$ cat src/rtl/kamus_pkg.sv
// Shared core types: decoded memory operations, access widths and LSU states,
// plus small decode helpers used by the load/store path.
package kamus_pkg;

    typedef enum logic [3:0] {
        OP_NOP = 4'd0,
        OP_LB, OP_LH, OP_LW, OP_LBU, OP_LHU,
        OP_SB, OP_SH, OP_SW
    } operation_e;

    typedef enum logic [1:0] {MW_B, MW_H, MW_W} mem_width_e;

    typedef enum logic [1:0] {LSU_IDLE, LSU_REQ, LSU_WAIT, LSU_DRAIN} lsu_state_e;

    function automatic mem_width_e op_to_width(operation_e op);
        case (op)
            OP_LB, OP_LBU, OP_SB: return MW_B;
            OP_LH, OP_LHU, OP_SH: return MW_H;
            default:              return MW_W;
        endcase
    endfunction

    function automatic logic op_is_load(operation_e op);
        return op inside {OP_LB, OP_LH, OP_LW, OP_LBU, OP_LHU};
    endfunction

    function automatic logic op_is_store(operation_e op);
        return op inside {OP_SB, OP_SH, OP_SW};
    endfunction

    function automatic logic op_is_signed(operation_e op);
        return op inside {OP_LB, OP_LH};
    endfunction

endpackage

$ cat src/rtl/kamus_lsu_align.sv
// Byte-lane steering: store byte enables / data replication and load lane
// extraction with sign or zero extension. Purely combinational.
module kamus_lsu_align
    import kamus_pkg::*;
(
    input  mem_width_e  st_width_i,
    input  logic [1:0]  st_off_i,
    input  logic [31:0] st_data_i,
    output logic [3:0]  st_be_o,
    output logic [31:0] st_wdata_o,
    input  mem_width_e  ld_width_i,
    input  logic        ld_signed_i,
    input  logic [1:0]  ld_off_i,
    input  logic [31:0] ld_data_i,
    output logic [31:0] ld_data_o
);
    logic [31:0] ld_shifted;

    always_comb begin
        st_be_o    = 4'b1111;
        st_wdata_o = st_data_i;
        case (st_width_i)
            MW_B: begin
                st_be_o    = 4'b0001 << st_off_i;
                st_wdata_o = {4{st_data_i[7:0]}};
            end
            MW_H: begin
                st_be_o    = st_off_i[1] ? 4'b1100 : 4'b0011;
                st_wdata_o = {2{st_data_i[15:0]}};
            end
            default: ;
        endcase
    end

    // Aligned words always have offset 0, so the shifted word is the word itself.
    always_comb begin
        ld_shifted = ld_data_i >> {ld_off_i, 3'b000};
        ld_data_o  = ld_shifted;
        case (ld_width_i)
            MW_B: ld_data_o = {{24{ld_signed_i & ld_shifted[7]}}, ld_shifted[7:0]};
            MW_H: ld_data_o = {{16{ld_signed_i & ld_shifted[15]}}, ld_shifted[15:0]};
            default: ;
        endcase
    end

endmodule

$ cat src/rtl/kamus_lsu_ctrl.sv
// Load/store sequencer: one op at a time from EX, alignment check, L1 req/gnt/rvalid
// handshake with timeout and flush abort, single-cycle response to writeback.
module kamus_lsu_ctrl
    import kamus_pkg::*;
#(
    parameter int unsigned TIMEOUT_CYCLES = 64
) (
    input  logic        clk_i,
    input  logic        rst_i,
    input  logic        req_valid_i,
    output logic        req_ready_o,
    input  operation_e  op_i,
    input  logic [31:0] addr_i,
    input  logic [31:0] wdata_i,
    input  logic [4:0]  rd_addr_i,
    input  logic        flush_i,
    output logic        dmem_req_o,
    output logic        dmem_we_o,
    output logic [3:0]  dmem_be_o,
    output logic [31:0] dmem_addr_o,
    output logic [31:0] dmem_wdata_o,
    input  logic        dmem_gnt_i,
    input  logic        dmem_rvalid_i,
    input  logic [31:0] dmem_rdata_i,
    output logic        rsp_valid_o,
    output logic [31:0] rsp_rdata_o,
    output logic [4:0]  rsp_rd_addr_o,
    output logic        misalign_o,
    output logic        bus_err_o,
    output logic [31:0] fault_addr_o
);
    localparam int unsigned CNT_W = (TIMEOUT_CYCLES > 0) ? $clog2(TIMEOUT_CYCLES + 1) : 1;
    localparam logic [CNT_W-1:0] CNT_LAST = CNT_W'((TIMEOUT_CYCLES > 0) ? TIMEOUT_CYCLES - 1 : 0);

    lsu_state_e  state_q, state_d;
    operation_e  op_q, op_d;
    logic [31:0] addr_q, addr_d;
    logic [4:0]  rd_q, rd_d;
    logic [CNT_W-1:0] cnt_q, cnt_d;
    logic        dreq_q, dreq_d, dwe_q, dwe_d;
    logic [3:0]  dbe_q, dbe_d;
    logic [31:0] daddr_q, daddr_d, dwdata_q, dwdata_d;
    logic        rsp_valid_q, rsp_valid_d, mis_q, mis_d, err_q, err_d;
    logic [31:0] rsp_rdata_q, rsp_rdata_d, fault_q, fault_d;
    logic [4:0]  rsp_rd_q, rsp_rd_d;

    logic [3:0]  st_be;
    logic [31:0] st_wdata, ld_ext;
    logic        mem_in, mis_in, timeout, fin_st, fin_ld, fin_err;
    mem_width_e  w_in;

    kamus_lsu_align u_align (
        .st_width_i  (w_in),
        .st_off_i    (addr_i[1:0]),
        .st_data_i   (wdata_i),
        .st_be_o     (st_be),
        .st_wdata_o  (st_wdata),
        .ld_width_i  (op_to_width(op_q)),
        .ld_signed_i (op_is_signed(op_q)),
        .ld_off_i    (addr_q[1:0]),
        .ld_data_i   (dmem_rdata_i),
        .ld_data_o   (ld_ext)
    );

    always_comb begin
        w_in    = op_to_width(op_i);
        mem_in  = op_is_load(op_i) || op_is_store(op_i);
        mis_in  = (w_in == MW_H && addr_i[0]) || (w_in == MW_W && addr_i[1:0] != 2'b00);
        timeout = (TIMEOUT_CYCLES > 0) && (cnt_q == CNT_LAST);

        state_d = state_q;  op_d = op_q;  addr_d = addr_q;  rd_d = rd_q;  cnt_d = cnt_q;
        dreq_d = dreq_q;  dwe_d = dwe_q;  dbe_d = dbe_q;  daddr_d = daddr_q;  dwdata_d = dwdata_q;
        rsp_valid_d = 1'b0;  rsp_rdata_d = rsp_rdata_q;  rsp_rd_d = rsp_rd_q;
        mis_d = mis_q;  err_d = err_q;  fault_d = fault_q;
        fin_st = 1'b0;  fin_ld = 1'b0;  fin_err = 1'b0;

        case (state_q)
            LSU_IDLE: begin
                if (req_valid_i && !flush_i) begin
                    if (!mem_in || mis_in) begin
                        rsp_valid_d = 1'b1;
                        rsp_rdata_d = '0;
                        rsp_rd_d    = '0;
                        mis_d       = mem_in;
                        err_d       = !mem_in;
                        fault_d     = addr_i;
                    end else begin
                        state_d  = LSU_REQ;
                        op_d     = op_i;
                        addr_d   = addr_i;
                        rd_d     = rd_addr_i;
                        cnt_d    = '0;
                        dreq_d   = 1'b1;
                        dwe_d    = op_is_store(op_i);
                        dbe_d    = st_be;
                        daddr_d  = {addr_i[31:2], 2'b00};
                        dwdata_d = st_wdata;
                    end
                end
            end
            LSU_REQ: begin
                cnt_d = cnt_q + 1'b1;
                if (flush_i) begin
                    // A granted load still owes us an rvalid unless it came this cycle.
                    dreq_d  = 1'b0;
                    state_d = (dmem_gnt_i && op_is_load(op_q) && !dmem_rvalid_i) ? LSU_DRAIN : LSU_IDLE;
                end else if (dmem_gnt_i) begin
                    dreq_d = 1'b0;
                    if (!op_is_load(op_q)) begin
                        fin_st  = 1'b1;
                        state_d = LSU_IDLE;
                    end else if (dmem_rvalid_i) begin
                        fin_ld  = 1'b1;
                        state_d = LSU_IDLE;
                    end else if (timeout) begin
                        fin_err = 1'b1;
                        state_d = LSU_DRAIN;
                    end else begin
                        state_d = LSU_WAIT;
                    end
                end else if (timeout) begin
                    dreq_d  = 1'b0;
                    fin_err = 1'b1;
                    state_d = LSU_IDLE;
                end
            end
            LSU_WAIT: begin
                cnt_d = cnt_q + 1'b1;
                if (flush_i) begin
                    state_d = dmem_rvalid_i ? LSU_IDLE : LSU_DRAIN;
                end else if (dmem_rvalid_i) begin
                    fin_ld  = 1'b1;
                    state_d = LSU_IDLE;
                end else if (timeout) begin
                    fin_err = 1'b1;
                    state_d = LSU_DRAIN;
                end
            end
            LSU_DRAIN: begin
                if (dmem_rvalid_i) state_d = LSU_IDLE;
            end
            default: state_d = LSU_IDLE;
        endcase

        if (fin_st || fin_ld || fin_err) begin
            rsp_valid_d = 1'b1;
            rsp_rdata_d = fin_ld ? ld_ext : '0;
            rsp_rd_d    = fin_ld ? rd_q : '0;
            mis_d       = 1'b0;
            err_d       = fin_err;
            if (fin_err) fault_d = addr_q;
        end
    end

    always_ff @(posedge clk_i or posedge rst_i) begin
        if (rst_i) begin
            state_q <= LSU_IDLE;  op_q <= OP_NOP;  addr_q <= '0;  rd_q <= '0;  cnt_q <= '0;
            dreq_q <= 1'b0;  dwe_q <= 1'b0;  dbe_q <= '0;  daddr_q <= '0;  dwdata_q <= '0;
            rsp_valid_q <= 1'b0;  rsp_rdata_q <= '0;  rsp_rd_q <= '0;
            mis_q <= 1'b0;  err_q <= 1'b0;  fault_q <= '0;
        end else begin
            state_q <= state_d;  op_q <= op_d;  addr_q <= addr_d;  rd_q <= rd_d;  cnt_q <= cnt_d;
            dreq_q <= dreq_d;  dwe_q <= dwe_d;  dbe_q <= dbe_d;  daddr_q <= daddr_d;  dwdata_q <= dwdata_d;
            rsp_valid_q <= rsp_valid_d;  rsp_rdata_q <= rsp_rdata_d;  rsp_rd_q <= rsp_rd_d;
            mis_q <= mis_d;  err_q <= err_d;  fault_q <= fault_d;
        end
    end

    assign req_ready_o   = (state_q == LSU_IDLE);
    assign dmem_req_o    = dreq_q;
    assign dmem_we_o     = dwe_q;
    assign dmem_be_o     = dbe_q;
    assign dmem_addr_o   = daddr_q;
    assign dmem_wdata_o  = dwdata_q;
    assign rsp_valid_o   = rsp_valid_q;
    assign rsp_rdata_o   = rsp_rdata_q;
    assign rsp_rd_addr_o = rsp_rd_q;
    assign misalign_o    = mis_q;
    assign bus_err_o     = err_q;
    assign fault_addr_o  = fault_q;

endmodule

$ cat config.mk
export PLATFORM = sky130hd
export DESIGN_NAME = kamus_lsu_ctrl
export DESIGN_NICKNAME = d
export VERILOG_FILES = /design/src/rtl/kamus_pkg.sv /design/src/rtl/kamus_lsu_align.sv /design/src/rtl/kamus_lsu_ctrl.sv
export SDC_FILE = /design/constraint.sdc
export NUM_CORES = 1
export LEC_CHECK = 0
export ABC_AREA = 1
export CORE_UTILIZATION = 52
export DETAILED_ROUTE_END_ITERATION = 7
export PLACE_DENSITY = 0.87
export SLEW_MARGIN = 15
export SYNTH_ARGS = -nofsm -noshare
export SYNTH_HDL_FRONTEND = slang
export SYNTH_SLANG_ARGS = --single-unit
$ cat constraint.sdc
create_clock -name clk_i -period 14 [get_ports clk_i]
set_clock_uncertainty 0.1 [all_clocks]
set_input_delay 2.8 -clock clk_i [delete_from_list [all_inputs] [get_ports clk_i]]
set_output_delay 2.8 -clock clk_i [all_outputs]
set_load 0.02 [all_outputs]
# ---- Word-level counts from Yosys, hierarchy flattened
# Cells that the tools add are included.
dict set report op_classes {
  add_sub_neg 1
  n_eq_ne 27
  shift 2
  n_mux 74
  bitwise_logic 3
  reduce_logical 36
}
# op n
set ops {}
lappend ops {{two-way mux 32 bit} 10}
lappend ops {{case mux 32 bit (2 select lines)} 2}
lappend ops {{two-way mux 1 bit} 33}
lappend ops {{equality test 4 x 3 -> 1 bit, second input constant} 8}
lappend ops {{right shift 32 x 5 -> 32 bit} 1}
lappend ops {{two-way mux 2 bit} 13}
lappend ops {{two-way mux 5 bit} 5}
lappend ops {{equality test 4 x 2 -> 1 bit, second input constant} 4}
lappend ops {{two-way mux 7 bit} 2}
lappend ops {{case mux 7 bit (2 select lines)} 1}
lappend ops {{nonzero test 2 bit} 7}
lappend ops {{OR reduction 3 bit} 4}
lappend ops {{nonzero test 5 bit} 2}
lappend ops {{AND reduction 3 bit} 3}
lappend ops {{equality test 4 x 1 -> 1 bit, second input constant} 2}
lappend ops {{inequality test 4 bit, second input constant} 2}
lappend ops {{case mux 2 bit (2 select lines)} 2}
lappend ops {{case mux 2 bit (4 select lines)} 1}
lappend ops {{case mux 4 bit (2 select lines)} 1}
lappend ops {{adder 7 x 1 -> 7 bit, second input constant} 1}
lappend ops {{equality test 7 x 6 -> 1 bit, second input constant} 1}
lappend ops {{equality test 2 x 1 -> 1 bit, second input constant} 3}
lappend ops {{equality test 2 bit, second input constant} 3}
lappend ops {{logical NOT 2 bit} 3}
lappend ops {{15 further kinds} 29}
dict set report word_totals {
  register_bits 190
  in_bits 111
  out_inout_bits 143
  word_cells 159
}

# ---- Depth between registers and ports, before layout
# Gate-level depths: netlist of run 1.
dict set report depth {
  ltp_word 12
  depth_mapped 13
  depth_no_buf 13
}

# ---- Hierarchy
# From an unflattened synthesis of run 1, not the netlist that was laid out.
dict set report hier_totals {
  hier_cells 1188
  area_unflattened_um2 8709.6
}
# module instances cells_each area_per_inst_um2 seq_area_each_um2
set by_module_without_submodules {}
lappend by_module_without_submodules {kamus_lsu_ctrl 1 925 7414.6 4003.8}
lappend by_module_without_submodules {kamus_lsu_align 1 263 1295.0 0.0}

# ---- Least setup slack after synthesis of run 1
# No wires, ideal clock.
dict set report synth_timing {
  kind {input-to-reg}
  startpoint {input op_i[1]}
  endpoint {register fault_q[10], in the netlist fault_addr_o[10]}
  setup_time_ns 0.135
  t_arrival_ns 3.839
  required_ns 13.765
  setup_slack_ns 9.926
  stages 11
  path_buffers 1
  cell_sequence {inv_1 -> nor2_1 -> nand2_1 -> nand2_4 -> inv_4 -> nand3_4 -> nand2_2 -> buf_2 -> nand3_1 -> nand3_1 -> o21ai_0}
}
dict set report synth_between {
  elab_chain_cells 12
  word_cells_on_any_way 26
  cone_classes {eq/ne: 10; mux: 6; reduce/logical: 10}
}
# element line_no
set synth_lines {}
lappend synth_lines {{from (decl)} kamus_lsu_ctrl.sv:12} ;# input operation_e op_i,
lappend synth_lines {{equality test 4 x 2 -> 1 bit (tied with other cells)} {kamus_pkg.sv:16, kamus_pkg.sv:24}}
lappend synth_lines {{OR reduction 3 bit} kamus_pkg.sv:16} ;# case (op)
lappend synth_lines {{case mux 2 bit (2 select lines)} kamus_pkg.sv:16}
lappend synth_lines {{equality test 2 x 1 -> 1 bit or equality test 2 bit (tied branches)} kamus_lsu_ctrl.sv:68} ;# mis_in = (w_in == MW_H && addr_i[0]) || (w_in == MW_W && addr_i[1:0] != 2'b00);
lappend synth_lines {{logical AND 1 bit} kamus_lsu_ctrl.sv:68}
lappend synth_lines {{logical OR 1 bit} kamus_lsu_ctrl.sv:68}
lappend synth_lines {{logical OR 1 bit *} kamus_lsu_ctrl.sv:80} ;# if (!mem_in || mis_in) begin
lappend synth_lines {{two-way mux 32 bit *} kamus_lsu_ctrl.sv:80}
lappend synth_lines {{two-way mux 32 bit *} kamus_lsu_ctrl.sv:79} ;# if (req_valid_i && !flush_i) begin
lappend synth_lines {{two-way mux 32 bit *} kamus_lsu_ctrl.sv:77} ;# case (state_q)
lappend synth_lines {{two-way mux 32 bit} kamus_lsu_ctrl.sv:151} ;# if (fin_err) fault_d = addr_q;
lappend synth_lines {{two-way mux 32 bit *} kamus_lsu_ctrl.sv:145} ;# if (fin_st || fin_ld || fin_err) begin
lappend synth_lines {{named net fault_d[10]} kamus_lsu_ctrl.sv:44} ;# logic [31:0] rsp_rdata_q, rsp_rdata_d, fault_q, fault_d;
lappend synth_lines {{to (signal assigned)} kamus_lsu_ctrl.sv:165} ;# mis_q <= mis_d; err_q <= err_d; fault_q <= fault_d;
lappend synth_lines {{to (decl)} kamus_lsu_ctrl.sv:44}
# Mark *: on every way through the listed nets, which the timed path passes. The rest lies on a longest branch.
# A chain may end at the register's enable or synchronous reset.

# ---- Final worst setup path of run 1
dict set report layout_timing {
  startpoint {input op_i[3]}
  endpoint {register dreq_q, in the netlist dmem_req_o}
}
dict set report layout_between {
  elab_chain_cells 9
  word_cells_on_any_way 23
  cone_classes {eq/ne: 11; mux: 1; reduce/logical: 11}
}
# element line_no
set layout_lines {}
lappend layout_lines {{equality test 4 x 2 -> 1 bit (tied with other cells)} {kamus_pkg.sv:16, kamus_pkg.sv:24}}
lappend layout_lines {{OR reduction 3 bit} kamus_pkg.sv:16}
lappend layout_lines {{case mux 2 bit (2 select lines)} kamus_pkg.sv:16}
lappend layout_lines {{equality test 2 x 1 -> 1 bit or equality test 2 bit (tied branches)} kamus_lsu_ctrl.sv:68}
lappend layout_lines {{logical AND 1 bit} kamus_lsu_ctrl.sv:68}
lappend layout_lines {{logical OR 1 bit} kamus_lsu_ctrl.sv:68}
lappend layout_lines {{logical OR 1 bit *} kamus_lsu_ctrl.sv:80}
lappend layout_lines {{inequality test 2 bit (no source line) *} --}
lappend layout_lines {{AND reduction 4 bit (no source line) *} --}
lappend layout_lines {{to (signal assigned)} kamus_lsu_ctrl.sv:158} ;# dreq_q <= 1'b0; dwe_q <= 1'b0; dbe_q <= '0; daddr_q <= '0; dwdata_q <= '0;
lappend layout_lines {{to (signal assigned)} kamus_lsu_ctrl.sv:163} ;# dreq_q <= dreq_d; dwe_q <= dwe_d; dbe_q <= dbe_d; daddr_q <= daddr_d; dwdata_q <= dwdata_d;
lappend layout_lines {{to (decl)} kamus_lsu_ctrl.sv:40} ;# logic dreq_q, dreq_d, dwe_q, dwe_d;
# Every way passes the cells marked *; elsewhere a longest branch is shown, timed or not.

==> flow_metrics.py, run 1 <==
metrics = {
    "pwr": {
        "total_power_mw": 2.33,
        "p_switching_uw": 947,
        "combPwrFrac": 0.483,
        "pwr_density_cell_nw_per_um2": 205,
        "peakVddDrop_uv": 120,
        "clkPwrFrac": 0.184,
        "power.internal_mw": 1.38,
        "power.sequential.fraction": 0.332,
        "netSwitchingFraction": 0.407,
        "leakage_nw": 5.61,
    },
    "cells_and_area": {
        "diodes": 0,
        "nNetsFinal": 1397,
        "share_of_post_route_cells_with_drive_strength_above_1": 0.0750,
        "area_delta_synth_final_pct": 32.6,
        "multi_input_area_um2": 3390,
        "fillerInstances": 1292,
        "footprint_of_the_flip_flops_and_latches_um2": 4000,
        "finalCoreUtilization": 0.709,
        "post_route_insts_no_fill": 1510,
    },
    "clocking": {
        "clock_latency_ps": 430,
        "worst_setup_hold_path_clk_slew_ps": 60,
        "cts_num_sinks": 160,
        "clock_path_buffers": 2,
        "ctsRootBufferMaster": "sky130_fd_sc_hd__clkbuf_16",
        "cts-htree-levels": 4,
        "cts_hold_buf": 0,
        "cts.repair_timing.setup_buffer_count": 0,
        "postCtsResizedCells": 0,
        "cts_tree": "done",
        "cts_inserted_buffers": 17,
    },
    "global_routing": {
        "grt_first_pass_wirelength_um": 36400,
        "met3_track_utilization_from_global_routing": 0.0656,
        "grt_start_max_net_pins": 96,
        "grt.met2_usage": 0.454,
        "antenna_violations_before_repair": 0,
        "grt.busiest_layer": "met2",
        "use_met1": 0.355,
        "number_of_global_route_vias_before_repair": 7333,
        "grt_use_total": 0.278,
        "grt.overflow.total": 0,
    },
    "timing": {
        "period_needed_ps": 5900,
        "unrepaired_setup_endpoints_after_global_routing": "false",
        "period_utilization": 0.422,
        "finalSetupViolCount": 0,
        "fmax_mhz": 169,
        "final_report_max_slew_violation_count": 0,
        "timing_worst_slew_pin_value_ps": 992,
        "finalHoldViolCount": 0,
        "fin_tns_setup_ps": 0,
        "slew_limit_headroom": 0.338,
    },
    "drt": {
        "avgRoutedWirePerCell_um": 15.4,
        "dr.pass1.iters": 7,
        "drt_iter0_markers": 705,
        "antenna_left": 0,
        "via_per_inst": 5.31,
        "dr_total_vias": 8016,
        "drc_errors": 0,
        "wirelength_um": 23300,
    },
    "place": {
        "numPortBuffers": 251,
        "place_congestion": 0.863,
        "dp.final_hpwl_um": 15900,
        "post-place-cells": 1478,
    },
    "worst_hold_path": {
        "hold_path_class": "reg -> reg",
        "min_delay_worst_endpoint": "dmem_we_o$_DFFE_PP0P_",
        "hold_path_depth": 2,
        "timing.hold.worst.start": "dmem_we_o$_DFFE_PP0P_",
    },
    "synthesis": {
        "syn-mean-instance-area_um2": 7.82,
        "mapped_cell_area_um2": 8560,
        "synth.yosys.seq_area_share": 0.468,
        "yosys_warnings": 0,
        "ys_ff_latch": 160,
        "proportion_of_register_bits_with_asynchronous_set_or_reset_after_synthesis": 1.00,
        "synthesis.instances": 1094,
        "number_of_synthesized_flops_with_an_enable_pin": 0,
        "synth_cell_type_count": 38,
        "synth-main-ff-cell": "sky130_fd_sc_hd__dfrtp_1",
    },
    "worst_setup_path": {
        "max_stage_delay_ps": 820,
        "slowest_stage": "sky130_fd_sc_hd__buf_4",
        "internal_reg_to_reg_setup_slack_ps": 10350,
        "cells_traversed_along_the_worst_timing_path": "clkdlybuf4s50_1 > inv_2 > nand3_1 > nand2_4 > inv_4 > nand3_4 > nand3_4 > buf_4 > inv_2 > a21oi_1 > nor2_1",
        "path_max_fanout": 77,
        "reg2reg_from": "state_q[0]$_DFFE_PP0P_",
        "r2r_depth": 10,
        "critical_path.n_buffers_inverters": 5,
        "rr_endpoint": "dmem_be_o[3]$_DFFE_PP0P_",
        "setup.worst_path.end_class": "flop",
        "start_kind": "input pin",
        "critical_path_class": "in -> reg",
        "worstPathRequired_ps": 14220,
        "path_delay_family": "buffers and inverters",
        "cp.arrival_ps": 6120,
    },
    "flow_run": {
        "maxCapViolCount": 0,
    },
    "floorplanning": {
        "floorplan.die_area_um2": 17000,
        "floorplan.rows": 46,
        "ios": 254,
        "initial_utilization": 0.535,
        "core_area_um2": 16000,
        "die_h_um": 130,
        "chipWidth_um": 130,
    },
    "status": {
        "outcome": "complete, no violations",
    },
}
[layout by cell type, fill, tap and decap left out, drive strengths merged]
cell / netlist / layout
or2: 3 / 3
dfrtp: 160 / 160
nand4: 3 / 3
a31oi: 10 / 10
a21boi: 1 / 1
inv: 151 / 151
a22oi: 1 / 1
o31ai: 5 / 5
nand3b: 1 / 1
nor2: 50 / 50
clkinv: 0 / 6
clkinvlp: 0 / 2
clkdlybuf4s50: 0 / 251
o211ai: 1 / 1
nand3: 131 / 131
nand2: 287 / 287
clkbuf: 14 / 24
o22ai: 1 / 1
o21a: 1 / 1
conb: 1 / 2
mux2i: 7 / 7
o21ai: 153 / 153
nor3: 4 / 4
ha: 5 / 5
buf: 77 / 7
a21oi: 27 / 27
[flip-flops by register name, summed over array words and instances (netlist names)]
signal,flops
addr_q,32
bus_err_o,1
cnt_q,7
dmem_be_o,4
dmem_req_o,1
dmem_wdata_o,32
dmem_we_o,1
fault_addr_o,32
misalign_o,1
op_q,4
rd_q,5
rsp_rd_addr_o,5
rsp_rdata_o,32
rsp_valid_o,1
state_q,2
[logic make-up (layout without fill, tap and decap cells)]
| group | Yosys count | after routing | share of synthesized area |
|---|---|---|---|
| simple gates | 479 | 479 | 0.239 |
| buf+inv | 242 | 441 | 0.139 |
| compound gates | 200 | 200 | 0.139 |
| flops | 160 | 160 | 0.468 |
| mux | 7 | 7 | 0.00819 |
| fa+ha+maj | 5 | 5 | 0.00731 |
| other cells | 1 | 2 | 0.000438 |
[area by class of cell]
cell class,instances,share of cell area
multi-input cells,693,0.298
clock buffers,24,0.0433
clock inverters,8,0.00496
inverters,151,0.0506
flip-flops and latches,160,0.353
repair buffers,258,0.226
well taps,216,0.0238
[synthesized netlist by cell type (2+ instances only)]
library cell               number  area, um^2
sky130_fd_sc_hd__nand4_1        3        18.8
sky130_fd_sc_hd__buf_2         22         110
sky130_fd_sc_hd__clkbuf_1      13        48.8
sky130_fd_sc_hd__nor3_1         4        20.0
sky130_fd_sc_hd__buf_6         13         146
sky130_fd_sc_hd__o21ai_2       37         324
sky130_fd_sc_hd__a31oi_1       10        62.6
sky130_fd_sc_hd__nor2_2         3        18.8
sky130_fd_sc_hd__nand2_1      281        1050
sky130_fd_sc_hd__buf_1          2        7.51
sky130_fd_sc_hd__nor2_1        46         173
sky130_fd_sc_hd__inv_2          4        15.0
sky130_fd_sc_hd__o21ai_1       53         265
sky130_fd_sc_hd__mux2i_1        7        70.1
sky130_fd_sc_hd__or2_2          3        18.8
sky130_fd_sc_hd__nand2_2        4        25.0
sky130_fd_sc_hd__o31ai_1        5        37.5
sky130_fd_sc_hd__nand2_4        2        22.5
sky130_fd_sc_hd__a21oi_1       26         130
sky130_fd_sc_hd__inv_1        146         548
sky130_fd_sc_hd__o21ai_0       63         315
sky130_fd_sc_hd__dfrtp_1      160        4000
sky130_fd_sc_hd__buf_4         40         300
sky130_fd_sc_hd__ha_1           5        62.6
sky130_fd_sc_hd__nand3_1      129         646
[per-layer routing]
metal,up-vias,share of wire,wire length [um]
li1,3834,-,-
met1,3782,0.41,9580
met2,342,0.48,11200
met3,58,0.080,1860
met4,0,0.025,577
met5,-,0,0
[power by group through the flow]
stage	Clock, mW	Sequential (mW)	Combinational, mW
after detailed placement	0	0.775	1.12
after floorplan	0	0.901	0.558
after global routing	0.451	0.794	1.23
after global placement	0	0.771	1.10
after CTS	0.434	0.772	1.13
final	0.429	0.773	1.12
[worst max path at each step]
stage | start | endpoint | slack, ps | cells after the start
3_3_place_gp | op_i[0] | dmem_be_o[3]$_DFFE_PP0P_ | 7780 | 10
5_1_grt | op_i[3] | dmem_req_o$_DFFE_PP0P_ | 7860 | 11
3_5_place_dp | op_i[3] | dmem_req_o$_DFFE_PP0P_ | 7690 | 11
2_1_floorplan | rst_i | addr_q[0]$_DFFE_PP0P_ | 6780 | 1
6_report | op_i[3] | dmem_req_o$_DFFE_PP0P_ | 8100 | 11
4_1_cts | op_i[3] | dmem_req_o$_DFFE_PP0P_ | 8140 | 11
[worst reg2reg max path: cells and delay by family, from the launching register on]
kind            cells  cell delay (ps)
buf+inv             5             1770
simple gates        3              860
flops               1              410
fa+ha+maj           1              270
compound gates      1              140
[metrics by stage]
stage               area (um^2)  hold slack [ps]  worst slack [ps]
floorplan                  8560              349              6780
global placement          10800              364              7780
detailed placement        10800              370              7690
CTS                       11300              385              8140
global route              11300              402              7860
finish                    11300              383              8100
Note: power is estimated with default switching activity, not from simulation.
==> run 2: changes to the inputs <==
--- a/config.mk
+++ b/config.mk
@@ -6,9 +6,9 @@
 export NUM_CORES = 1
 export LEC_CHECK = 0
 export ABC_AREA = 1
-export CORE_UTILIZATION = 52
+export CORE_UTILIZATION = 43
 export DETAILED_ROUTE_END_ITERATION = 7
-export PLACE_DENSITY = 0.87
+export PLACE_DENSITY = 0.77
 export SLEW_MARGIN = 15
 export SYNTH_ARGS = -nofsm -noshare
 export SYNTH_HDL_FRONTEND = slang
==> constraint.sdc (replaced) <==
create_clock -name clk_i -period 4.91 [get_ports clk_i]
set_clock_uncertainty 0.1 [all_clocks]
set_input_delay 0.982 -clock clk_i [delete_from_list [all_inputs] [get_ports clk_i]]
set_output_delay 0.982 -clock clk_i [all_outputs]
set_load 0.02 [all_outputs]
==> run 2 against run 1 <==
  * Utilization fell by 12 points
  * Sequential power grew to 2.8 times the previous value
  * Critical path depth fell by 2
  * Cell area up 0.88%
  * Total power grew to 2.8 times the previous value
  * Clock power rose to 2.8 times the previous value
  * Combinational power rose to 2.9 times the previous value
  * Register-to-register slack worse by 8300 ps
  * Critical endpoint is now dmem_wdata_o[27]$_DFFE_PP0P_
  * Cell count rose by 3.6%
  * Via count is 2.2% lower
  * Sequential share of layout area is 0.31 points lower
==> flow_metrics.py, run 2 (synthesis results as in run 1) <==
metrics = {
    "worst_setup_path": {
        "setup.worst_path.end_class": "flop",
        "start_kind": "input pin",
        "critical_path_class": "in -> reg",
        "max_stage_delay_ps": 660,
        "worstPathRequired_ps": 5070,
        "cp.arrival_ps": 3350,
        "slowest_stage": "sky130_fd_sc_hd__buf_4",
        "cpMostUsedCell": "sky130_fd_sc_hd__nand3_4",
        "internal_reg_to_reg_setup_slack_ps": 2070,
        "cells_traversed_along_the_worst_timing_path": "clkdlybuf4s50_1 > nor2_2 > nand2_1 > nand2_4 > inv_4 > nand3_4 > nand3_4 > buf_4 > o21ai_0",
        "path_max_fanout": 68,
    },
    "global_routing": {
        "number_of_global_route_vias_before_repair": 7484,
        "antenna_violations_before_repair": 0,
        "grt.overflow.total": 0,
        "grt_first_pass_wirelength_um": 37900,
        "grt_start_max_net_pins": 103,
        "grt_use_total": 0.237,
    },
    "cells_and_area": {
        "nNetsFinal": 1401,
        "finalCoreUtilization": 0.588,
        "layout.cells.most_common_list": "sky130_fd_sc_hd__nand2_1, sky130_fd_sc_hd__clkdlybuf4s50_1, sky130_fd_sc_hd__dfrtp_1, sky130_fd_sc_hd__inv_1, sky130_fd_sc_hd__nand3_1",
        "postLayoutCellArea_um2": 11400,
        "leading_cell_type_in_the_layout_fill_and_taps_excluded": "sky130_fd_sc_hd__nand2_1",
        "fillerInstances": 1753,
        "share_of_post_route_cells_with_drive_strength_above_1": 0.0794,
        "area_delta_synth_final_pct": 33.8,
    },
    "place": {
        "dp.final_hpwl_um": 16000,
        "dpl-instance-area_um2": 10900,
        "place_congestion": 0.890,
        "numPortBuffers": 251,
    },
    "flow_run": {
        "maxCapViolCount": 0,
    },
    "pwr": {
        "power.sequential.fraction": 0.331,
        "peakVddDrop_uv": 284,
        "pwr_density_cell_nw_per_um2": 578,
        "clkPwrFrac": 0.185,
        "power.internal_mw": 3.91,
        "leakage_nw": 5.62,
        "netSwitchingFraction": 0.409,
        "p_switching_mw": 2.70,
        "combPwrFrac": 0.483,
    },
    "floorplanning": {
        "initial_utilization": 0.440,
        "die_h_um": 143,
        "floorplan.die_area_um2": 20500,
        "core_area_um2": 19500,
        "ios": 254,
        "floorplan.rows": 51,
        "chipWidth_um": 143,
    },
    "timing": {
        "unrepaired_setup_endpoints_after_global_routing": "false",
        "finalSetupViolCount": 0,
        "fin_tns_setup_ps": 0,
        "final_report_max_slew_violation_count": 0,
        "period_utilization": 0.650,
        "finalHoldViolCount": 0,
        "timing_worst_slew_pin_value_ps": 1030,
        "fmax_mhz": 313,
        "slew_limit_headroom": 0.314,
        "period_needed_ps": 3190,
    },
    "drt": {
        "drc_errors": 0,
        "via_per_inst": 5.01,
        "drt_iter0_markers": 525,
        "dr_total_vias": 7840,
        "antenna_left": 0,
        "avgRoutedWirePerCell_um": 15.1,
        "dr.pass1.iters": 4,
        "wirelength_um": 23600,
    },
    "status": {
        "outcome": "complete, no violations",
    },
    "clocking": {
        "cts_tree": "done",
        "postCtsResizedCells": 0,
        "cts.repair_timing.setup_buffer_count": 0,
        "cts-htree-levels": 4,
        "cts_num_sinks": 160,
        "ctsRootBufferMaster": "sky130_fd_sc_hd__clkbuf_16",
        "worst_setup_hold_path_clk_slew_ps": 60,
        "clock_path_buffers": 2,
        "clock_latency_ps": 420,
        "cts_inserted_buffers": 17,
        "cts_hold_buf": 0,
    },
    "worst_hold_path": {
        "hold_path_class": "reg -> reg",
    },
}
## run 2: cell types whose count changed in the layout (fill, tap and decap cells not counted)
cell / previous run / this run
sky130_fd_sc_hd__clkinv_2: 3 / 4
sky130_fd_sc_hd__diode_2: 0 / 1
sky130_fd_sc_hd__buf_12: 0 / 1
sky130_fd_sc_hd__buf_4: 7 / 10
sky130_fd_sc_hd__clkbuf_8: 4 / 2
sky130_fd_sc_hd__inv_6: 1 / 2
sky130_fd_sc_hd__clkbuf_1: 3 / 1
sky130_fd_sc_hd__clkinvlp_4: 2 / 4
## run 2: power by group through the flow
stage | combinational [mW] | clock [mW] | sequential [mW]
2_1_floorplan | 1.59 | 0 | 2.57
3_3_place_gp | 3.14 | 0 | 2.19
3_5_place_dp | 3.20 | 0 | 2.20
4_1_cts | 3.21 | 1.26 | 2.19
5_1_grt | 3.48 | 1.31 | 2.26
6_report | 3.20 | 1.22 | 2.19
## run 2: worst paths after layout
check / end / depth (start not counted) / from
setup / recovery: dmem_wdata_o[27]$_DFFE_PP0P_ / 9 / op_i[0]
hold / removal: rsp_rd_addr_o[2]$_DFFE_PP0P_ / 2 / rd_q[2]$_DFFE_PP0P_
setup reg to reg: rsp_rdata_o[29]$_DFFE_PP0P_ / 10 / state_q[0]$_DFFE_PP0P_
hold reg to reg: rsp_rd_addr_o[2]$_DFFE_PP0P_ / 2 / rd_q[2]$_DFFE_PP0P_
max in group asynchronous: fault_addr_o[4]$_DFF_PP0_ / 3 / rst_i
min in group asynchronous: rsp_rdata_o[5]$_DFFE_PP0P_ / 2 / rst_i
## run 2: critical path: cells and delay by family
kind / cells / cell delay [ps]
AOI/OAI and AO/OA: 1 / 220
buffers and inverters: 3 / 1390
and+or+nand+nor: 5 / 710
## run 2: layout make-up
cell class,count,area [um^2],share of cell area
Sequential cell,160,4000,0.350
Multi-Input combinational cell,693,3390,0.296
Tap cell,265,332,0.0290
Timing Repair Buffer,262,2610,0.228
Inverter,151,573,0.0501
Clock buffer,20,457,0.0399
Antenna cell,1,2.50,0.000219
Clock inverter,12,86.3,0.00754
## run 2: layer usage
metal / wire [um] / up-vias / share of wire / global-route usage
met3: 1540 / 20 / 0.065 / 0.0543
met1: 10200 / 3716 / 0.43 / 0.306
li1: - / 3837 / - / -
met4: 321 / 0 / 0.014 / 0.0713
met5: 0 / - / 0 / 0
met2: 11600 / 267 / 0.49 / 0.395
## run 2: through the flow
step	power (mW)	instances	setup WS, ps	hold slack, ps
floorplan	4.16	1095	1800	349
global placement	5.33	1531	1420	363
detailed placement	5.40	1531	1300	360
CTS	6.66	1563	1750	376
global route	7.05	1563	1540	385
finish	6.61	1564	1720	374
==> run 3: changes to the inputs <==
==> constraint.sdc (replaced) <==
create_clock -name clk_i -period 2.65 [get_ports clk_i]
set_clock_uncertainty 0.1 [all_clocks]
set_input_delay 0.53 -clock clk_i [delete_from_list [all_inputs] [get_ports clk_i]]
set_output_delay 0.53 -clock clk_i [all_outputs]
set_load 0.02 [all_outputs]
==> run 3 against run 2 <==
  * Utilization is 1.2 points higher
  * Clock power is 90% higher
  * Combinational power is 88% higher
  * First-iteration DRC count is 4.8% higher
  * Worst hold slack better by 6.5 ps
  * Highest routed layer unchanged
==> flow_metrics.py, run 3 (synthesis results as in run 1) <==
metrics = {
    "clocking": {
        "cts.repair_timing.setup_buffer_count": 0,
        "cts-htree-levels": 4,
        "cts_hold_buf": 0,
        "clock_path_buffers": 2,
        "worst_setup_hold_path_clk_slew_ps": 60,
        "clock_latency_ps": 420,
        "postCtsResizedCells": 0,
        "cts_num_sinks": 160,
        "cts_inserted_buffers": 17,
        "cts_tree": "done",
        "ctsRootBufferMaster": "sky130_fd_sc_hd__clkbuf_16",
    },
    "worst_setup_path": {
        "reg2reg_from": "state_q[0]$_DFFE_PP0P_",
        "critical_path.n_buffers_inverters": 2,
        "setup.worst_path.end_class": "primary output",
        "critical_path_class": "reg -> out",
        "cp_startpoint": "state_q[0]$_DFFE_PP0P_",
        "path_delay_family": "buffers and inverters",
        "rr_endpoint": "rsp_rdata_o[25]$_DFFE_PP0P_",
        "start_kind": "flop",
        "path_max_fanout": 5,
        "cp.arrival_ps": 1900,
        "worstPathRequired_ps": 2020,
        "internal_reg_to_reg_setup_slack_ps": 290,
        "critical_path_cell_count": 3,
        "endpoint": "req_ready_o",
        "r2r_depth": 12,
        "max_stage_delay_ps": 670,
        "slowest_stage": "sky130_fd_sc_hd__clkdlybuf4s50_1",
        "cells_traversed_along_the_worst_timing_path": "inv_1 > ha_1 > clkdlybuf4s50_1",
    },
    "global_routing": {
        "number_of_global_route_vias_before_repair": 7543,
        "grt_start_max_net_pins": 103,
        "grt_first_pass_wirelength_um": 38000,
        "grt_use_total": 0.237,
        "antenna_violations_before_repair": 0,
        "grt.overflow.total": 0,
    },
    "timing": {
        "fmax_mhz": 395,
        "unrepaired_setup_endpoints_after_global_routing": "false",
        "final.setup.worst_slack_ps": 118,
        "finalSetupViolCount": 0,
        "slew_limit_headroom": 0.620,
        "period_needed_ps": 2530,
        "fin_tns_setup_ps": 0,
        "finalHoldViolCount": 0,
        "timing_worst_slew_pin_value_ps": 570,
        "period_utilization": 0.955,
        "final_report_max_slew_violation_count": 0,
    },
    "cells_and_area": {
        "nNetsFinal": 1415,
        "share_of_post_route_cells_with_drive_strength_above_1": 0.0878,
        "fillerInstances": 1755,
        "post_route_insts_no_fill": 1575,
        "area_delta_synth_final_pct": 36.5,
        "layout.cells.most_common_list": "sky130_fd_sc_hd__nand2_1, sky130_fd_sc_hd__clkdlybuf4s50_1, sky130_fd_sc_hd__dfrtp_1, sky130_fd_sc_hd__inv_1, sky130_fd_sc_hd__nand3_1",
        "leading_cell_type_in_the_layout_fill_and_taps_excluded": "sky130_fd_sc_hd__nand2_1",
        "postLayoutCellArea_um2": 11700,
        "diodes": 0,
    },
    "status": {
        "outcome": "complete, no violations",
    },
    "place": {
        "place_congestion": 0.856,
        "post-place-cells": 1545,
        "numPortBuffers": 251,
        "dp.final_hpwl_um": 16200,
        "dpl-instance-area_um2": 11100,
        "place_ws_ps": 79.8,
    },
    "floorplanning": {
        "chipWidth_um": 143,
        "floorplan.rows": 51,
        "die_h_um": 143,
        "floorplan.die_area_um2": 20500,
        "core_area_um2": 19500,
        "initial_utilization": 0.440,
        "ios": 254,
    },
    "drt": {
        "drt_iter0_markers": 550,
        "antenna_left": 0,
        "dr_total_vias": 7894,
        "avgRoutedWirePerCell_um": 14.9,
        "wirelength_um": 23400,
        "dr.pass1.iters": 5,
        "drc_errors": 0,
        "via_per_inst": 5.01,
    },
    "pwr": {
        "total_power_mw": 12.4,
        "pwr_density_cell_nw_per_um2": 1060,
        "leakage_nw": 5.74,
        "peakVddDrop_uv": 536,
    },
    "flow_run": {
        "maxCapViolCount": 0,
    },
    "worst_hold_path": {
        "hold_path_class": "reg -> reg",
    },
}
run 3: cell count changes in the layout (fill, tap and decap cells not counted), sizes merged:
cell    delta
diode      -1
clkinv     -1
bufinv     +1
buf       +14
inv        -2
run 3: cell type report:
type,instances,area (um^2),share of cell area
clock inverter,10,90.1,0.00771
inverter,151,573,0.0491
timing repair buffer,276,2840,0.243
multi-input combinational,693,3390,0.290
tap,265,332,0.0284
clock buffer,20,457,0.0391
sequential,160,4000,0.343
run 3: metal layers:
layer	wire length, um	GRT usage	up-vias
li1	-	-	3867
met1	10400	0.316	3725
met2	11000	0.374	271
met3	1530	0.0590	31
met4	471	0.0821	0
met5	0	0	-
run 3: worst register-to-register path, delay by kind of cell, from the launching register on:
family | cells | cell delay [ps]
AO/OA/AOI/OAI | 1 | 100
adder cells (fa/ha/maj) | 1 | 420
buffers and inverters | 4 | 490
flip-flops | 1 | 400
AND/OR/NAND/NOR | 6 | 710
run 3: worst min-delay path by stage:
stage / start / end / slack [ps] / cells past startpoint
after global routing: rd_q[4]$_DFFE_PP0P_ / rd_q[4]$_DFFE_PP0P_ / 390 / 2
after CTS: rd_q[3]$_DFFE_PP0P_ / rd_q[3]$_DFFE_PP0P_ / 380 / 2
final: rd_q[4]$_DFFE_PP0P_ / rd_q[4]$_DFFE_PP0P_ / 380 / 2
after detailed placement: rd_q[3]$_DFFE_PP0P_ / rd_q[3]$_DFFE_PP0P_ / 370 / 2
after global placement: rd_q[2]$_DFFE_PP0P_ / rsp_rd_addr_o[2]$_DFFE_PP0P_ / 360 / 2
after floorplan: rd_q[0]$_DFFE_PP0P_ / rd_q[0]$_DFFE_PP0P_ / 350 / 2
run 3: power breakdown:
| group | leakage (nW) | internal (mW) | switching [mW] |
|---|---|---|---|
| Sequential | 2.01 | 3.41 | 0.670 |
| Combinational | 3.47 | 2.69 | 3.33 |
| Clock | 0.264 | 1.33 | 0.996 |
run 3: per-stage QoR:
step	hold WS, ps	utilization
after floorplan	349	-
after global placement	360	0.572
after detailed placement	365	0.572
after CTS	383	0.600
after global routing	391	0.600
final	380	0.600
